`config.mk`:
```
export PLATFORM = sky130hd
export DESIGN_NAME = hilo_muldiv_ctrl
export DESIGN_NICKNAME = d
export VERILOG_FILES = /design/src/rtl/hilo_muldiv_ctrl_pkg.sv /design/src/rtl/hilo_muldiv_ctrl_muldiv_iter.sv /design/src/rtl/hilo_muldiv_ctrl.sv
export SDC_FILE = /design/constraint.sdc
export NUM_CORES = 1
export LEC_CHECK = 0
export ABC_AREA = 1
export CORE_ASPECT_RATIO = 1.75
export CORE_MARGIN = 2
export CORE_UTILIZATION = 35
export CTS_CLUSTER_DIAMETER = 200
export DETAILED_ROUTE_END_ITERATION = 12
export GPL_TIMING_DRIVEN = 0
export PLACE_DENSITY_LB_ADDON = 0.12
export SYNTH_ARGS = -nofsm -noshare
export SYNTH_HDL_FRONTEND = slang
export SYNTH_SLANG_ARGS = --single-unit
export TNS_END_PERCENT = 30
```
`constraint.sdc`:
```
create_clock -name clk -period 4.1 [get_ports clk]
set_input_delay 0.82 -clock clk [delete_from_list [all_inputs] [get_ports clk]]
set_output_delay 0.82 -clock clk [all_outputs]
set_load 0.05 [all_outputs]
```
`src/rtl/hilo_muldiv_ctrl_pkg.sv`:
```
// rtl/hilo_muldiv_ctrl_pkg.sv - shared op codes and iterator mode for the HI/LO sequencer
package hilo_muldiv_ctrl_pkg;

    localparam logic [2:0] HL_MULT  = 3'd0;
    localparam logic [2:0] HL_MULTU = 3'd1;
    localparam logic [2:0] HL_DIV   = 3'd2;
    localparam logic [2:0] HL_DIVU  = 3'd3;
    localparam logic [2:0] HL_MTHI  = 3'd4;
    localparam logic [2:0] HL_MTLO  = 3'd5;

    typedef enum logic {
        MODE_MUL = 1'b0,
        MODE_DIV = 1'b1
    } iter_mode_e;

    // Ops that need the iterative datapath (and therefore stall EX)
    function automatic logic is_muldiv_op(input logic [2:0] op);
        return (op == HL_MULT) || (op == HL_MULTU) || (op == HL_DIV) || (op == HL_DIVU);
    endfunction

endpackage

```
`src/rtl/hilo_muldiv_ctrl_muldiv_iter.sv`:
```
// rtl/hilo_muldiv_ctrl_muldiv_iter.sv - one-bit-per-cycle shift-add multiply / restoring divide datapath
//   clk, rst       clock, async active-low reset
//   start          load a_mag into the low half / quotient, b_mag as multiplicand / divisor
//   step           advance one iteration in the given mode
//   mode           MODE_MUL or MODE_DIV
//   nxt_hi/nxt_lo  magnitude result after the current step (product hi/lo or remainder/quotient)
module muldiv_iter
    import hilo_muldiv_ctrl_pkg::*;
#(
    parameter int DATA_W = 32
) (
    input  logic              clk,
    input  logic              rst,
    input  logic              start,
    input  logic              step,
    input  iter_mode_e        mode,
    input  logic [DATA_W-1:0] a_mag,
    input  logic [DATA_W-1:0] b_mag,
    output logic [DATA_W-1:0] nxt_hi,
    output logic [DATA_W-1:0] nxt_lo
);

    logic [DATA_W-1:0] acc_hi;
    logic [DATA_W-1:0] acc_lo;
    logic [DATA_W-1:0] opnd;

    logic [DATA_W:0]   mul_sum;
    logic [DATA_W:0]   div_shift;
    logic [DATA_W+1:0] div_diff;

    always_comb begin
        mul_sum   = {1'b0, acc_hi} + (acc_lo[0] ? {1'b0, opnd} : '0);
        div_shift = {acc_hi, acc_lo[DATA_W-1]};
        div_diff  = {1'b0, div_shift} - {2'b00, opnd};
        nxt_hi    = acc_hi;
        nxt_lo    = acc_lo;
        if (mode == MODE_MUL) begin
            // Multiplier bits are consumed from acc_lo[0]; product shifts in from the top
            nxt_hi = mul_sum[DATA_W:1];
            nxt_lo = {mul_sum[0], acc_lo[DATA_W-1:1]};
        end else begin
            // Dividend bits leave acc_lo from the top while quotient bits enter at the bottom
            if (!div_diff[DATA_W+1]) begin
                nxt_hi = div_diff[DATA_W-1:0];
                nxt_lo = {acc_lo[DATA_W-2:0], 1'b1};
            end else begin
                nxt_hi = div_shift[DATA_W-1:0];
                nxt_lo = {acc_lo[DATA_W-2:0], 1'b0};
            end
        end
    end

    always_ff @(posedge clk or negedge rst) begin
        if (!rst) begin
            acc_hi <= '0;
            acc_lo <= '0;
            opnd   <= '0;
        end else if (start) begin
            acc_hi <= '0;
            acc_lo <= a_mag;
            opnd   <= b_mag;
        end else if (step) begin
            acc_hi <= nxt_hi;
            acc_lo <= nxt_lo;
        end
    end

endmodule

```
`src/rtl/hilo_muldiv_ctrl.sv`:
```
// rtl/hilo_muldiv_ctrl.sv - HI/LO write sequencer for MULT/MULTU/DIV/DIVU/MTHI/MTLO
//   clk, rst             clock, async active-low reset
//   op_valid, op         HI/LO-writing instruction in EX
//   src_a, src_b         rs / rt operands
//   hi_i, lo_i           current HI/LO, used for the half an MT op leaves unchanged
//   flush                kill the EX instruction / in-flight operation
//   stallreq             hold the pipeline while the iteration runs
//   hilo_we, hilo_hi_o, hilo_lo_o   one-cycle HI/LO write port
//   busy                 iteration in progress
module hilo_muldiv_ctrl
    import hilo_muldiv_ctrl_pkg::*;
#(
    parameter int DATA_W = 32
) (
    input  logic              clk,
    input  logic              rst,
    input  logic              op_valid,
    input  logic [2:0]        op,
    input  logic [DATA_W-1:0] src_a,
    input  logic [DATA_W-1:0] src_b,
    input  logic [DATA_W-1:0] hi_i,
    input  logic [DATA_W-1:0] lo_i,
    input  logic              flush,
    output logic              stallreq,
    output logic              hilo_we,
    output logic [DATA_W-1:0] hilo_hi_o,
    output logic [DATA_W-1:0] hilo_lo_o,
    output logic              busy
);

    localparam int CNT_W = $clog2(DATA_W);

    typedef enum logic [1:0] {
        S_IDLE = 2'd0,
        S_MUL  = 2'd1,
        S_DIV  = 2'd2,
        S_WB   = 2'd3
    } state_e;

    state_e            state;
    logic [CNT_W-1:0]  counter;
    logic              sign_q;   // quotient / product sign: sign_a ^ sign_b
    logic              sign_r;   // remainder sign: sign of dividend
    logic              we_q;
    logic [DATA_W-1:0] hi_q;
    logic [DATA_W-1:0] lo_q;

    logic              is_signed;
    logic              a_neg;
    logic              b_neg;
    logic [DATA_W-1:0] a_mag;
    logic [DATA_W-1:0] b_mag;
    logic              iter_start;
    logic              iter_step;
    iter_mode_e        iter_mode;
    logic [DATA_W-1:0] nxt_hi;
    logic [DATA_W-1:0] nxt_lo;
    logic [2*DATA_W-1:0] prod_raw;
    logic [2*DATA_W-1:0] prod_fix;
    logic [DATA_W-1:0] quo_fix;
    logic [DATA_W-1:0] rem_fix;

    always_comb begin
        is_signed  = (op == HL_MULT) || (op == HL_DIV);
        a_neg      = is_signed & src_a[DATA_W-1];
        b_neg      = is_signed & src_b[DATA_W-1];
        a_mag      = a_neg ? -src_a : src_a;
        b_mag      = b_neg ? -src_b : src_b;
        iter_start = (state == S_IDLE) && op_valid && !flush &&
                     ((op == HL_MULT) || (op == HL_MULTU) ||
                      (((op == HL_DIV) || (op == HL_DIVU)) && (src_b != '0)));
        iter_step  = ((state == S_MUL) || (state == S_DIV)) && !flush;
        iter_mode  = (state == S_DIV) ? MODE_DIV : MODE_MUL;
        // Sign fix operates on the post-step value so the final iteration lands directly in WB
        prod_raw   = {nxt_hi, nxt_lo};
        prod_fix   = sign_q ? -prod_raw : prod_raw;
        quo_fix    = sign_q ? -nxt_lo : nxt_lo;
        rem_fix    = sign_r ? -nxt_hi : nxt_hi;
    end

    muldiv_iter #(.DATA_W(DATA_W)) u_iter (
        .clk    (clk),
        .rst    (rst),
        .start  (iter_start),
        .step   (iter_step),
        .mode   (iter_mode),
        .a_mag  (a_mag),
        .b_mag  (b_mag),
        .nxt_hi (nxt_hi),
        .nxt_lo (nxt_lo)
    );

    always_ff @(posedge clk or negedge rst) begin
        if (!rst) begin
            state   <= S_IDLE;
            counter <= '0;
            sign_q  <= 1'b0;
            sign_r  <= 1'b0;
            we_q    <= 1'b0;
            hi_q    <= '0;
            lo_q    <= '0;
        end else begin
            we_q <= 1'b0;
            case (state)
                S_IDLE: begin
                    if (op_valid && !flush) begin
                        case (op)
                            HL_MTHI: begin
                                we_q <= 1'b1;
                                hi_q <= src_a;
                                lo_q <= lo_i;
                            end
                            HL_MTLO: begin
                                we_q <= 1'b1;
                                hi_q <= hi_i;
                                lo_q <= src_a;
                            end
                            HL_MULT, HL_MULTU: begin
                                state   <= S_MUL;
                                counter <= '0;
                                sign_q  <= a_neg ^ b_neg;
                                sign_r  <= a_neg;
                            end
                            HL_DIV, HL_DIVU: begin
                                if (src_b == '0) begin
                                    state <= S_WB;
                                    we_q  <= 1'b1;
                                    hi_q  <= src_a;
                                    lo_q  <= '1;
                                end else begin
                                    state   <= S_DIV;
                                    counter <= '0;
                                    sign_q  <= a_neg ^ b_neg;
                                    sign_r  <= a_neg;
                                end
                            end
                            default: ;
                        endcase
                    end
                end
                S_MUL, S_DIV: begin
                    if (flush) begin
                        state   <= S_IDLE;
                        counter <= '0;
                    end else if (counter == CNT_W'(DATA_W - 1)) begin
                        state   <= S_WB;
                        counter <= '0;
                        we_q    <= 1'b1;
                        if (state == S_MUL) begin
                            hi_q <= prod_fix[2*DATA_W-1:DATA_W];
                            lo_q <= prod_fix[DATA_W-1:0];
                        end else begin
                            hi_q <= rem_fix;
                            lo_q <= quo_fix;
                        end
                    end else begin
                        counter <= counter + CNT_W'(1);
                    end
                end
                default: state <= S_IDLE;   // S_WB: op_valid is the stalled instruction, ignore it
            endcase
        end
    end

    assign stallreq  = ((state == S_IDLE) && op_valid && is_muldiv_op(op)) ||
                       (state == S_MUL) || (state == S_DIV);
    assign hilo_we   = we_q & ~flush;
    assign hilo_hi_o = hi_q;
    assign hilo_lo_o = lo_q;
    assign busy      = (state == S_MUL) || (state == S_DIV);

endmodule
```
### Yosys cells after proc, flatten, opt, wreduce, memory -nomap -nowiden

Index checks and enable logic that the tools add are counted.

* add/sub/neg operators: 8
* equality and inequality tests: 17
* mux-type cells: 51
* bitwise logic cells: 5
* reduce and logical (&&, ||, !) cells: 32

Operator list (count)
* 2-to-1 mux 32 bit: 22
* one-hot mux 32 bit (3 select lines): 2
* negation 32 bit: 4
* one-hot mux 32 bit (2 select lines): 2
* 2-to-1 mux 64 bit: 1
* negation 64 bit: 1
* subtractor 33 x 32 -> 34 bit: 1
* adder 32 x 33 -> 33 bit: 1
* zero test 32 bit: 1
* nonzero test 32 bit: 1
* 2-to-1 mux 5 bit: 4
* one-hot mux 5 bit (2 select lines): 2
* logical OR 1 bit: 9
* 2-to-1 mux 1 bit: 9
* inequality test 3 bit (second input constant): 3
* one-hot mux 1 bit (2 select lines): 4
* one-hot mux 2 bit (2 select lines): 2
* AND reduction 4 bit: 2
* OR reduction 2 bit: 4
* logical AND 1 bit: 7
* == test 3 x 2 -> 1 bit (second input constant): 2
* == test 3 bit (second input constant): 2
* 2-to-1 mux 2 bit: 3
* inequality test 2 bit (second input constant): 3
* 17 further kinds: 21

* bits in registers: 170

### Logic depth before layout (Yosys ltp)

Gate-level depths: netlist of run 1.

* depth after elaboration: 9
* mapped depth: 29

### By module

From an unflattened synthesis of run 1, not the netlist that was laid out.

* cell total of the unflattened synthesis: 3124
* area, all modules: 18216.2 um2

Modules (own cells, without submodules)
* muldiv_iter: instances 1, cells each 1690, area an instance 9900.7 um2, seq. area each 2402.3 um2
* hilo_muldiv_ctrl: instances 1, cells each 1434, area an instance 8315.5 um2, seq. area each 1851.8 um2

### Worst setup path after synthesis of run 1

Ideal clock, no wire load.

* path type: flip-flop to flip-flop
* from: reg u_iter.acc_hi[1]
* to: reg hi_q[30], in the netlist hilo_hi_o[30]
* setup time: 77 ps
* arrival: 3193 ps
* slack: 829 ps
* stages on the path, launching flop included: 28
* path buffers: 0
* clock period less this slack: 3271 ps
* cell sequence: dfrtp_1 -> ha_1 -> nand2_1 -> nand2_1 -> nand2_1 -> nand2_1 -> nand2_1 -> nand3_2 -> nand2_2 -> nand2_4 -> nand2_4 -> nand3_1 -> nand2_2 -> ha_1 -> nand4_1 -> nor2_1 -> nand2_1 -> nor2_2 -> nand4_1 -> nand2_1 -> inv_1 -> nor2_1 -> inv_1 -> o21ai_1 -> nand2_1 -> nand2_1 -> nand3_1 -> a21oi_1

* cells in the longest elaborated chain, start to end: 9
* elaborated cells on any way between the ends: 14

Ends and longest elaborated chain
* start, declared: line hilo_muldiv_ctrl_muldiv_iter.sv:23 `logic [DATA_W-1:0] acc_hi;`
* start signal, assigned: line hilo_muldiv_ctrl_muldiv_iter.sv:63 `acc_hi <= nxt_hi;`
* subtractor 33 x 32 -> 34 bit: line hilo_muldiv_ctrl_muldiv_iter.sv:34 `div_diff = {1'b0, div_shift} - {2'b00, opnd};`
* 2-to-1 mux 1 bit / 2-to-1 mux 32 bit (equally long branches): line hilo_muldiv_ctrl_muldiv_iter.sv:43 `if (!div_diff[DATA_W+1]) begin`
* 2-to-1 mux 32 bit: line hilo_muldiv_ctrl_muldiv_iter.sv:37 `if (mode == MODE_MUL) begin`
* negation 64 bit / negation 32 bit (equally long branches): line hilo_muldiv_ctrl.sv:76, hilo_muldiv_ctrl.sv:78
* 2-to-1 mux 64 bit / 2-to-1 mux 32 bit (equally long branches): line hilo_muldiv_ctrl.sv:76, hilo_muldiv_ctrl.sv:78
* 2-to-1 mux 32 bit (*): line hilo_muldiv_ctrl.sv:149 `if (state == S_MUL) begin`
* 2-to-1 mux 32 bit (*): line hilo_muldiv_ctrl.sv:145 `end else if (counter == CNT_W'(DATA_W - 1)) begin`
* 2-to-1 mux 32 bit (*): line hilo_muldiv_ctrl.sv:142 `if (flush) begin`
* one-hot mux 32 bit (2 select lines) (*): line hilo_muldiv_ctrl.sv:104 `case (state)`
* end signal, assigned: line hilo_muldiv_ctrl.sv:110 `hi_q <= src_a;`
* end signal, assigned: line hilo_muldiv_ctrl.sv:150 `hi_q <= prod_fix[2*DATA_W-1:DATA_W];`
* end signal, assigned: line hilo_muldiv_ctrl.sv:153 `hi_q <= rem_fix;`
* end, declared: line hilo_muldiv_ctrl.sv:45 `logic [DATA_W-1:0] hi_q;`

Mark *: on every way between the ends. The rest lies on a longest branch, timed or not. The select of a mux whose other input is x is not followed.
A chain may end at the register's enable or synchronous reset.

### Final worst setup path of run 1

* from: reg u_iter.opnd[28]
* to: reg lo_q[26], in the netlist hilo_lo_o[26]

* cells in the longest elaborated chain, start to end: 9
* elaborated cells on any way between the ends: 11

Ends and longest elaborated chain
* start, declared: line hilo_muldiv_ctrl_muldiv_iter.sv:25 `logic [DATA_W-1:0] opnd;`
* start signal, assigned: line hilo_muldiv_ctrl_muldiv_iter.sv:61 `opnd <= b_mag;`
* subtractor 33 x 32 -> 34 bit (*): line hilo_muldiv_ctrl_muldiv_iter.sv:34
* 2-to-1 mux 1 bit (*): line hilo_muldiv_ctrl_muldiv_iter.sv:43
* 2-to-1 mux 32 bit (*): line hilo_muldiv_ctrl_muldiv_iter.sv:37
* negation 64 bit / negation 32 bit (equally long branches): line hilo_muldiv_ctrl.sv:76, hilo_muldiv_ctrl.sv:77
* 2-to-1 mux 64 bit / 2-to-1 mux 32 bit (equally long branches): line hilo_muldiv_ctrl.sv:76, hilo_muldiv_ctrl.sv:77
* 2-to-1 mux 32 bit (*): line hilo_muldiv_ctrl.sv:149
* 2-to-1 mux 32 bit (*): line hilo_muldiv_ctrl.sv:145
* 2-to-1 mux 32 bit (*): line hilo_muldiv_ctrl.sv:142
* one-hot mux 32 bit (2 select lines) (*): line hilo_muldiv_ctrl.sv:104
* end signal, assigned: line hilo_muldiv_ctrl.sv:111 `lo_q <= lo_i;`
* end signal, assigned: line hilo_muldiv_ctrl.sv:151 `lo_q <= prod_fix[DATA_W-1:0];`
* end signal, assigned: line hilo_muldiv_ctrl.sv:154 `lo_q <= quo_fix;`
* end, declared: line hilo_muldiv_ctrl.sv:46 `logic [DATA_W-1:0] lo_q;`

Marks and branches as above.

==> qor.yml, run 1 <==
status: "complete, no violations"
vdd_ir_drop_max_mv: 0.816
endpoint: "hilo_lo_o[26]"
fin_crit_sh: 0.999
drc: 0
final_common_cell: "nand2_1"
synth_edf_count: 0
areaGrowthSynthToFinish_pct: 25.5
via_per_inst: 5.54
synth_top_area_cell: "dfrtp_1"
row_count: 110
placement.io_buffers: 200
post_route_cells_drive_above_1_share: 0.116
grt_usage: 0.395
min_path_type: "input port to asynchronous set/reset pin"
ys_ff_latch: 170
cts_hold_buf: 0
clock-sinks: 170
crit_fanout: 4
grt_pass1_vias: 22600
synth_async_sr_flop_share: 1.00
routabilityCongestion: 1.10
endpoint_kind: "flip-flop"
crit_start: "u_iter.opnd[28]"
routed_wl_um: 108000
crit_required_ns: 4.52
floorplan.initialDensity: 0.354
post_synth.cell_area_avg_um2: 5.89
dpl.hpwl_um: 89700
synthDistinctLibCells: 56
finalClockSkew_ns: 0.0168
relSlewSlack: 0.260
syn-instance-count: 3095
die_w_um: 177
synth_top_cell_area_share: 0.233
path_clk_slew_ns: 0.08
ys_seq_area_frac: 0.233
startpoint_type: "flip-flop"
clk_path_buf_depth: 2
whs_ns: 0.315
rsz0062_at_grt: "yes"
p_total_mw: 25.0
tightest_slew_ns: 1.10
grt_max_degree: 106
wire_per_inst_um: 26.8
syn_area_mm2: 0.0182
numCtsBuffers: 17
p_per_area_mw_per_mm2: 1090
r2r_cells: 19
syn_nets: 3309
finalHoldViolations: 0
die_area_mm2: 0.0540
crit_arrival_ns: 4.52
cts_htree_levels: 4
yosys_warnings: 0
grt_pass1_wl_um: 152000
r2r_setup_slack_ns: 0.004
ant_nets: 0
r2r_end: "hilo_lo_o[26]"
regToRegStartpoint: "u_iter.opnd[28]"
fp.coreArea_mm2: 0.0515
fmax_mhz: 244
setup-violations-final: 0
antenna_found_initial: 1
cts_tree: "done"
io_pins: 202
postPlaceCellArea_mm2: 0.0211
routed-via-count: 22400
firstDrtPassIters: 8
final_cell_mix: "nand2_1, inv_1, nor2_1"
cts_root_buf: "clkbuf_16"
slew_viol_final: 0
yosys-top-cells-area: "dfrtp_1, nand2_1, inv_1"
fin_crit_ns: 4.10
die_y_um: 306
fin_area_mm2: 0.0229
initialDrtViolationCount: 1722
overflow: 0
layout.nets: 3568
p_leak_nw: 11.0
maxCapViolCount: 0
worstSetupPathType: "flip-flop to flip-flop"
insertion_delay_ns: 0.49
dominantRegCellSynth: "dfrtp_1"
[cell type report]
cell class	instances	area, um^2
clock buffer	18	429
buffer	105	533
clock inverter	13	134
sequential	170	4300
inverter	472	1780
antenna	1	2.50
timing repair buffer	241	2340
fill	5626	28600
tap	672	841
multi-input combinational	2347	12600
[Yosys cell counts, drive strengths merged (44+ instances only)]
cell / number
nor2: 361
buf: 45
ha: 77
nand2: 927
nand4: 47
o21ai: 229
nor3: 44
a21oi: 178
nand3: 238
xor2: 63
dfrtp: 170
inv: 472
clkbuf: 61
[cell families after synthesis]
group	count (synthesis)	share of synthesized area
simple gates	1656	0.385
fa+ha+maj	79	0.0550
flops	170	0.233
xor+xnor	78	0.0374
buf+inv	578	0.125
mux	1	0.000549
compound gates	533	0.164
[critical path, stage by stage (launching register included)]
cell	delay, ns
dfrtp_2	0.48
inv_1	0.07
ha_1	0.35
nand2_1	0.15
a21oi_1	0.08
o21ai_1	0.20
nand2_1	0.11
a21oi_4	0.22
nand3_2	0.13
nand2_4	0.12
ha_4	0.16
nand4_1	0.14
nor3_2	0.25
nand2_1	0.16
nor2_2	0.23
nand4_1	0.15
nand2_1	0.11
xor2_1	0.51
o221ai_1	0.28
nand2_1	0.11
[how the worst min path moves through the flow]
| stage | end | slack (ns) | cells after the start |
|---|---|---|---|
| 3_5_place_dp | hilo_lo_o[25] | 0.47 | 2 |
| 4_1_cts | hilo_lo_o[23] | 0.33 | 1 |
| 6_report | hilo_lo_o[0] | 0.31 | 1 |
| 5_1_grt | hilo_lo_o[0] | 0.35 | 1 |
| 2_1_floorplan | counter[4] | 0.46 | 2 |
| 3_3_place_gp | hilo_lo_o[15] | 0.47 | 2 |
[metrics by stage]
stage,instances,TNS (ns),utilization,worst slack [ns]
3_3_place_gp,3967,-987.87,0.410,-5.52
6_report,4039,0,0.445,0.00390
5_1_grt,4038,-1.41,0.445,-0.119
2_1_floorplan,3095,0,-,0.829
4_1_cts,4019,-0.0131,0.432,-0.0131
3_5_place_dp,3968,-61.65,0.410,-1.44
[where the power goes]
part           switching [mW]  internal [mW]
Combinational            14.1           5.76
Clock                   0.853          0.850
Sequential              0.930           2.48
Total                    15.9           9.10
[routing by layer]
metal	vias to the layer above	wire length, um	GRT usage
li1	10500	-	-
met1	10400	33300	0.345
met2	1048	54200	0.703
met3	455	6170	0.0785
met4	0	14300	0.442
met5	-	0	0
[state kept, by name, summed over array words and instances (netlist names)]
signal / cells
sign_r: 1
hilo_hi_o: 32
state: 2
we_q: 1
u_iter.acc_lo: 32
counter: 5
u_iter.opnd: 32
u_iter.acc_hi: 32
hilo_lo_o: 32
sign_q: 1
[repair_timing]
item / CTS / global route
resized for setup: 118 / 147
buffers inserted: 21 / 19
pin swaps: 12 / 22
setup endpoints to repair: 65 / 104
Note: power is estimated with default switching activity, not from simulation.
==> run 2, diff against run 1 <==
--- a/config.mk
+++ b/config.mk
@@ -8,7 +8,7 @@
 export ABC_AREA = 1
 export CORE_ASPECT_RATIO = 1.75
 export CORE_MARGIN = 2
-export CORE_UTILIZATION = 35
+export CORE_UTILIZATION = 34
 export CTS_CLUSTER_DIAMETER = 200
 export DETAILED_ROUTE_END_ITERATION = 12
 export GPL_TIMING_DRIVEN = 0
==> run 2 against run 1 <==
  * Hold slack got worse by 0.037 ns
  * Die area rose by 2.9%
  * Sequential power barely moved
  * Register-to-register slack improved by 0.02 ns
==> qor.yml, run 2 (synthesis gave the netlist of run 1 again) <==
status: "complete, no violations"
rsz0062_at_grt: "yes"
floorplan.initialDensity: 0.343
critPathBufInv: 4
tightest_slew_ns: 1.13
final_cell_mix: "nand2_1, inv_1, nor2_1"
numCtsBuffers: 17
cts_tree: "done"
slowest_stage: "dfrtp_2"
crit_arrival_ns: 4.48
die_y_um: 310
finalClockSkew_ns: 0.0188
die_area_mm2: 0.0556
final_util: 0.426
ant_nets: 0
final_common_cell: "nand2_1"
placement.io_buffers: 200
path_clk_slew_ns: 0.08
routed-via-count: 22200
dpl.hpwl_um: 87100
fill_cells: 5843
fin_crit_sh: 0.994
clock-sinks: 170
grt_max_degree: 106
crit_top_cell: "nand2_1"
crit_family: "simple AND/OR/NAND/NOR gates"
crit_fanout: 5
vdd_ir_drop_max_mv: 0.517
cts_root_buf: "clkbuf_16"
p_per_area_mw_per_mm2: 1080
p_leak_nw: 11.0
fmax_mhz: 245
endpoint_kind: "flip-flop"
firstDrtPassIters: 6
relSlewSlack: 0.241
cts_htree_levels: 4
startpoint_type: "flip-flop"
crit_required_ns: 4.50
insertion_delay_ns: 0.49
row_count: 112
areaGrowthSynthToFinish_pct: 24.2
wire_per_inst_um: 26.1
die_w_um: 179
drc: 0
via_per_inst: 5.48
worstSetupPathType: "flip-flop to flip-flop"
layout.nets: 3566
io_pins: 202
maxCapViolCount: 0
slew_viol_final: 0
min_path_type: "input port to asynchronous set/reset pin"
setup-violations-final: 0
grt_pass1_vias: 22900
grt_usage: 0.381
initialDrtViolationCount: 1447
overflow: 0
slowest_delay_ns: 0.51
post_route_cells_drive_above_1_share: 0.0972
routed_wl_um: 106000
routabilityCongestion: 1.09
finalHoldViolations: 0
antenna_found_initial: 2
grt_pass1_wl_um: 149000
whs_ns: 0.277
fin_crit_ns: 4.07
clk_path_buf_depth: 2
fp.coreArea_mm2: 0.0533
## run 2: cell types whose count changed in the layout (fill, tap and decap cells not counted), moves of 7 or more
cell	change
a21oi_2	-8
a21oi_1	+9
dfrtp_2	-7
nand2_1	+13
dfrtp_1	+8
ha_1	+12
nand2_2	-11
ha_2	-7
nor2_1	+10
## run 2: what timing repair did
action | CTS | global route
hold endpoints to repair | 0 | 0
gates resized for setup | 85 | 94
setup buffers | 25 | 13
hold buffers | 0 | 0
endpoints found under the setup margin | 51 | 76
pin swaps | 9 | 18
## run 2: metal layers
layer	vias up	GRT usage	wire length (um)
met1	10300	0.321	31800
li1	10500	-	-
met3	488	0.0726	5600
met2	952	0.675	52300
met4	2	0.467	15700
met5	-	0	15
## run 2: cell type report
class,count,area (um^2),share of cell area
sequential,170,4290,0.189
timing repair buffer,239,2350,0.104
multi-input combinational,2347,12300,0.542
clock inverter,11,115,0.00508
tap,684,856,0.0378
inverter,472,1780,0.0786
buffer,105,519,0.0229
antenna,1,2.50,0.000110
clock buffer,20,467,0.0206
## run 2: path summary, 6_finish.rpt
kind	start	endpoint	slack (ns)	depth (start not counted)
max	u_iter.opnd[27]	hilo_hi_o[26]	0.03	26
min	rst	hilo_lo_o[30]	0.28	1
max reg2reg	u_iter.opnd[27]	hilo_hi_o[26]	0.03	26
min reg2reg	hilo_lo_o[15]	hilo_lo_o[15]	0.48	2
max in group asynchronous	rst	u_iter.opnd[22]	2.71	2
min in group clk	hilo_lo_o[15]	hilo_lo_o[15]	0.48	2
## run 2: where the power goes
group	leakage, nW	internal, mW	switching [mW]
logic	8.67	5.64	13.8
registers	2.07	2.48	0.915
clock network	0.273	0.891	0.822
total	11.0	9.01	15.5
## run 2: metrics by stage
step                      setup TNS, ns  std cells  cell area [um^2]  worst slack (ns)  total power, mW
after floorplan                       0       3095             18200             0.829             14.2
after global placement          -970.42       3979             21100             -5.48             20.9
after detailed placement         -48.51       3980             21100             -1.23             20.9
after CTS                             0       4035             22200          0.000268             23.4
after global routing             -0.268       4048             22700           -0.0714             25.9
final                                 0       4049             22700            0.0264             24.5
==> run 3, diff against run 2 <==
--- a/config.mk
+++ b/config.mk
@@ -16,4 +16,3 @@
 export SYNTH_ARGS = -nofsm -noshare
 export SYNTH_HDL_FRONTEND = slang
 export SYNTH_SLANG_ARGS = --single-unit
-export TNS_END_PERCENT = 30
==> run 3 against run 2 <==
  * Power about the same
  * Combinational power hardly changed
  * Hold slack unchanged
  * Die area unchanged
  * First-iteration DRC count did not move
  * Maximum frequency is essentially flat
  * Setup slack better by 0.0020 ns
  * Critical path depth is the same
  * Register-to-register slack barely moved
  * Global-route usage is the same
  * Critical path type unchanged
==> qor.yml, run 3 (synthesis gave the netlist of run 1 again) <==
setup-violations-final: 0
status: "complete, no violations"
fmax_mhz: 246
numCtsBuffers: 17
fp.coreArea_mm2: 0.0533
p_leak_nw: 11.0
fin_crit_ns: 4.07
finalHoldViolations: 0
final_util: 0.425
row_count: 112
routed_wl_um: 106000
grt_usage: 0.381
fin_crit_sh: 0.993
wire_per_inst_um: 26.1
maxCapViolCount: 0
postPlaceCellArea_mm2: 0.0211
cts_tree: "done"
dpl.hpwl_um: 87100
firstDrtPassIters: 6
min_path_type: "input port to asynchronous set/reset pin"
crit_arrival_ns: 4.48
antenna_found_initial: 2
grt_pass1_wl_um: 149000
path_clk_slew_ns: 0.08
startpoint_type: "flip-flop"
finalClockSkew_ns: 0.0188
placement.io_buffers: 200
overflow: 0
crit_fanout: 5
vdd_ir_drop_max_mv: 0.517
tightest_slew_ns: 1.13
fin_area_mm2: 0.0227
cts_root_buf: "clkbuf_16"
grt_max_degree: 106
p_per_area_mw_per_mm2: 1080
crit_required_ns: 4.50
floorplan.initialDensity: 0.343
routed-via-count: 22200
areaGrowthSynthToFinish_pct: 24.2
clock-sinks: 170
relSlewSlack: 0.241
grt_pass1_vias: 22900
p_total_mw: 24.5
via_per_inst: 5.48
final_cell_mix: "nand2_1, inv_1, nor2_1"
die_w_um: 179
ant_nets: 0
routabilityCongestion: 1.09
post_route_cells_drive_above_1_share: 0.0972
endpoint_kind: "flip-flop"
final.setup.tns_ns: 0
slew_viol_final: 0
die_y_um: 310
layout.nets: 3566
initialDrtViolationCount: 1447
drc: 0
clk_path_buf_depth: 2
final_common_cell: "nand2_1"
insertion_delay_ns: 0.49
die_area_mm2: 0.0556
worstSetupPathType: "flip-flop to flip-flop"
cts_htree_levels: 4
io_pins: 202
rsz0062_at_grt: "yes"
[run 3: critical path, stage by stage (launching register included)]
cell     delay [ns]
dfrtp_2        0.51
inv_1          0.13
ha_4           0.27
nand2_1        0.12
a21oi_1        0.07
o21ai_1        0.22
nand2_1        0.13
a21oi_4        0.15
buf_12         0.14
nand3_2        0.11
nand2_4        0.12
ha_4           0.16
nand4_1        0.15
nor2_2         0.20
nand2_2        0.09
nor2_4         0.19
nand4_1        0.15
nand2_2        0.11
o21ai_0        0.11
a21oi_1        0.18
nand3_2        0.14
inv_2          0.11
buf_12         0.12
nand2_1        0.05
nand2_1        0.05
nand3_1        0.09
a21oi_2        0.13
[run 3: worst paths after layout]
kind / endpoint / cells past startpoint / from / slack [ns]
setup / recovery: hilo_hi_o[26] / 26 / u_iter.opnd[27] / 0.03
hold reg to reg: hilo_lo_o[15] / 2 / hilo_lo_o[15] / 0.48
min in group clk: hilo_lo_o[15] / 2 / hilo_lo_o[15] / 0.48
setup reg to reg: hilo_hi_o[26] / 26 / u_iter.opnd[27] / 0.03
max in group asynchronous: u_iter.opnd[22] / 2 / rst / 2.71
hold / removal: hilo_lo_o[30] / 1 / rst / 0.28
[run 3: layer usage]
metal	part of all wire	routed length, um	track usage	up-vias
met1	0.30	31800	0.321	10300
met2	0.50	52300	0.675	961
met5	0.00014	15	0	-
li1	-	-	-	10500
met4	0.15	15700	0.467	2
met3	0.053	5620	0.0726	486
[run 3: power by group]
group,switching [mW],internal (mW)
registers,0.916,2.48
logic,13.8,5.64
clock network,0.822,0.891
[run 3: cell type report]
cell class | instances | area, um^2
flip-flops and latches | 170 | 4290
inverters | 472 | 1780
clock buffers | 20 | 467
fillers | 5844 | 30600
diodes | 1 | 2.50
plain buffers | 105 | 513
clock inverters | 11 | 115
repair buffers | 239 | 2350
multi-input cells | 2347 | 12300
well taps | 684 | 856
[run 3: what timing repair did]
| item | 4_1_cts | 5_1_grt |
|---|---|---|
| setup endpoints to repair | 51 | 76 |
| pin swaps | 9 | 18 |
| resized for setup | 85 | 96 |
| hold buffers | 0 | 0 |
| buffers inserted | 25 | 13 |
[run 3: per-stage QoR]
| step | hold slack (ns) | std cells | setup WS, ns |
|---|---|---|---|
| final | 0.277 | 4049 | 0.0284 |
| after floorplan | 0.459 | 3095 | 0.829 |
| after CTS | 0.300 | 4035 | 0.000268 |
| after global routing | 0.318 | 4048 | -0.0714 |
| after detailed placement | 0.467 | 3980 | -1.23 |
| after global placement | 0.471 | 3979 | -5.48 |
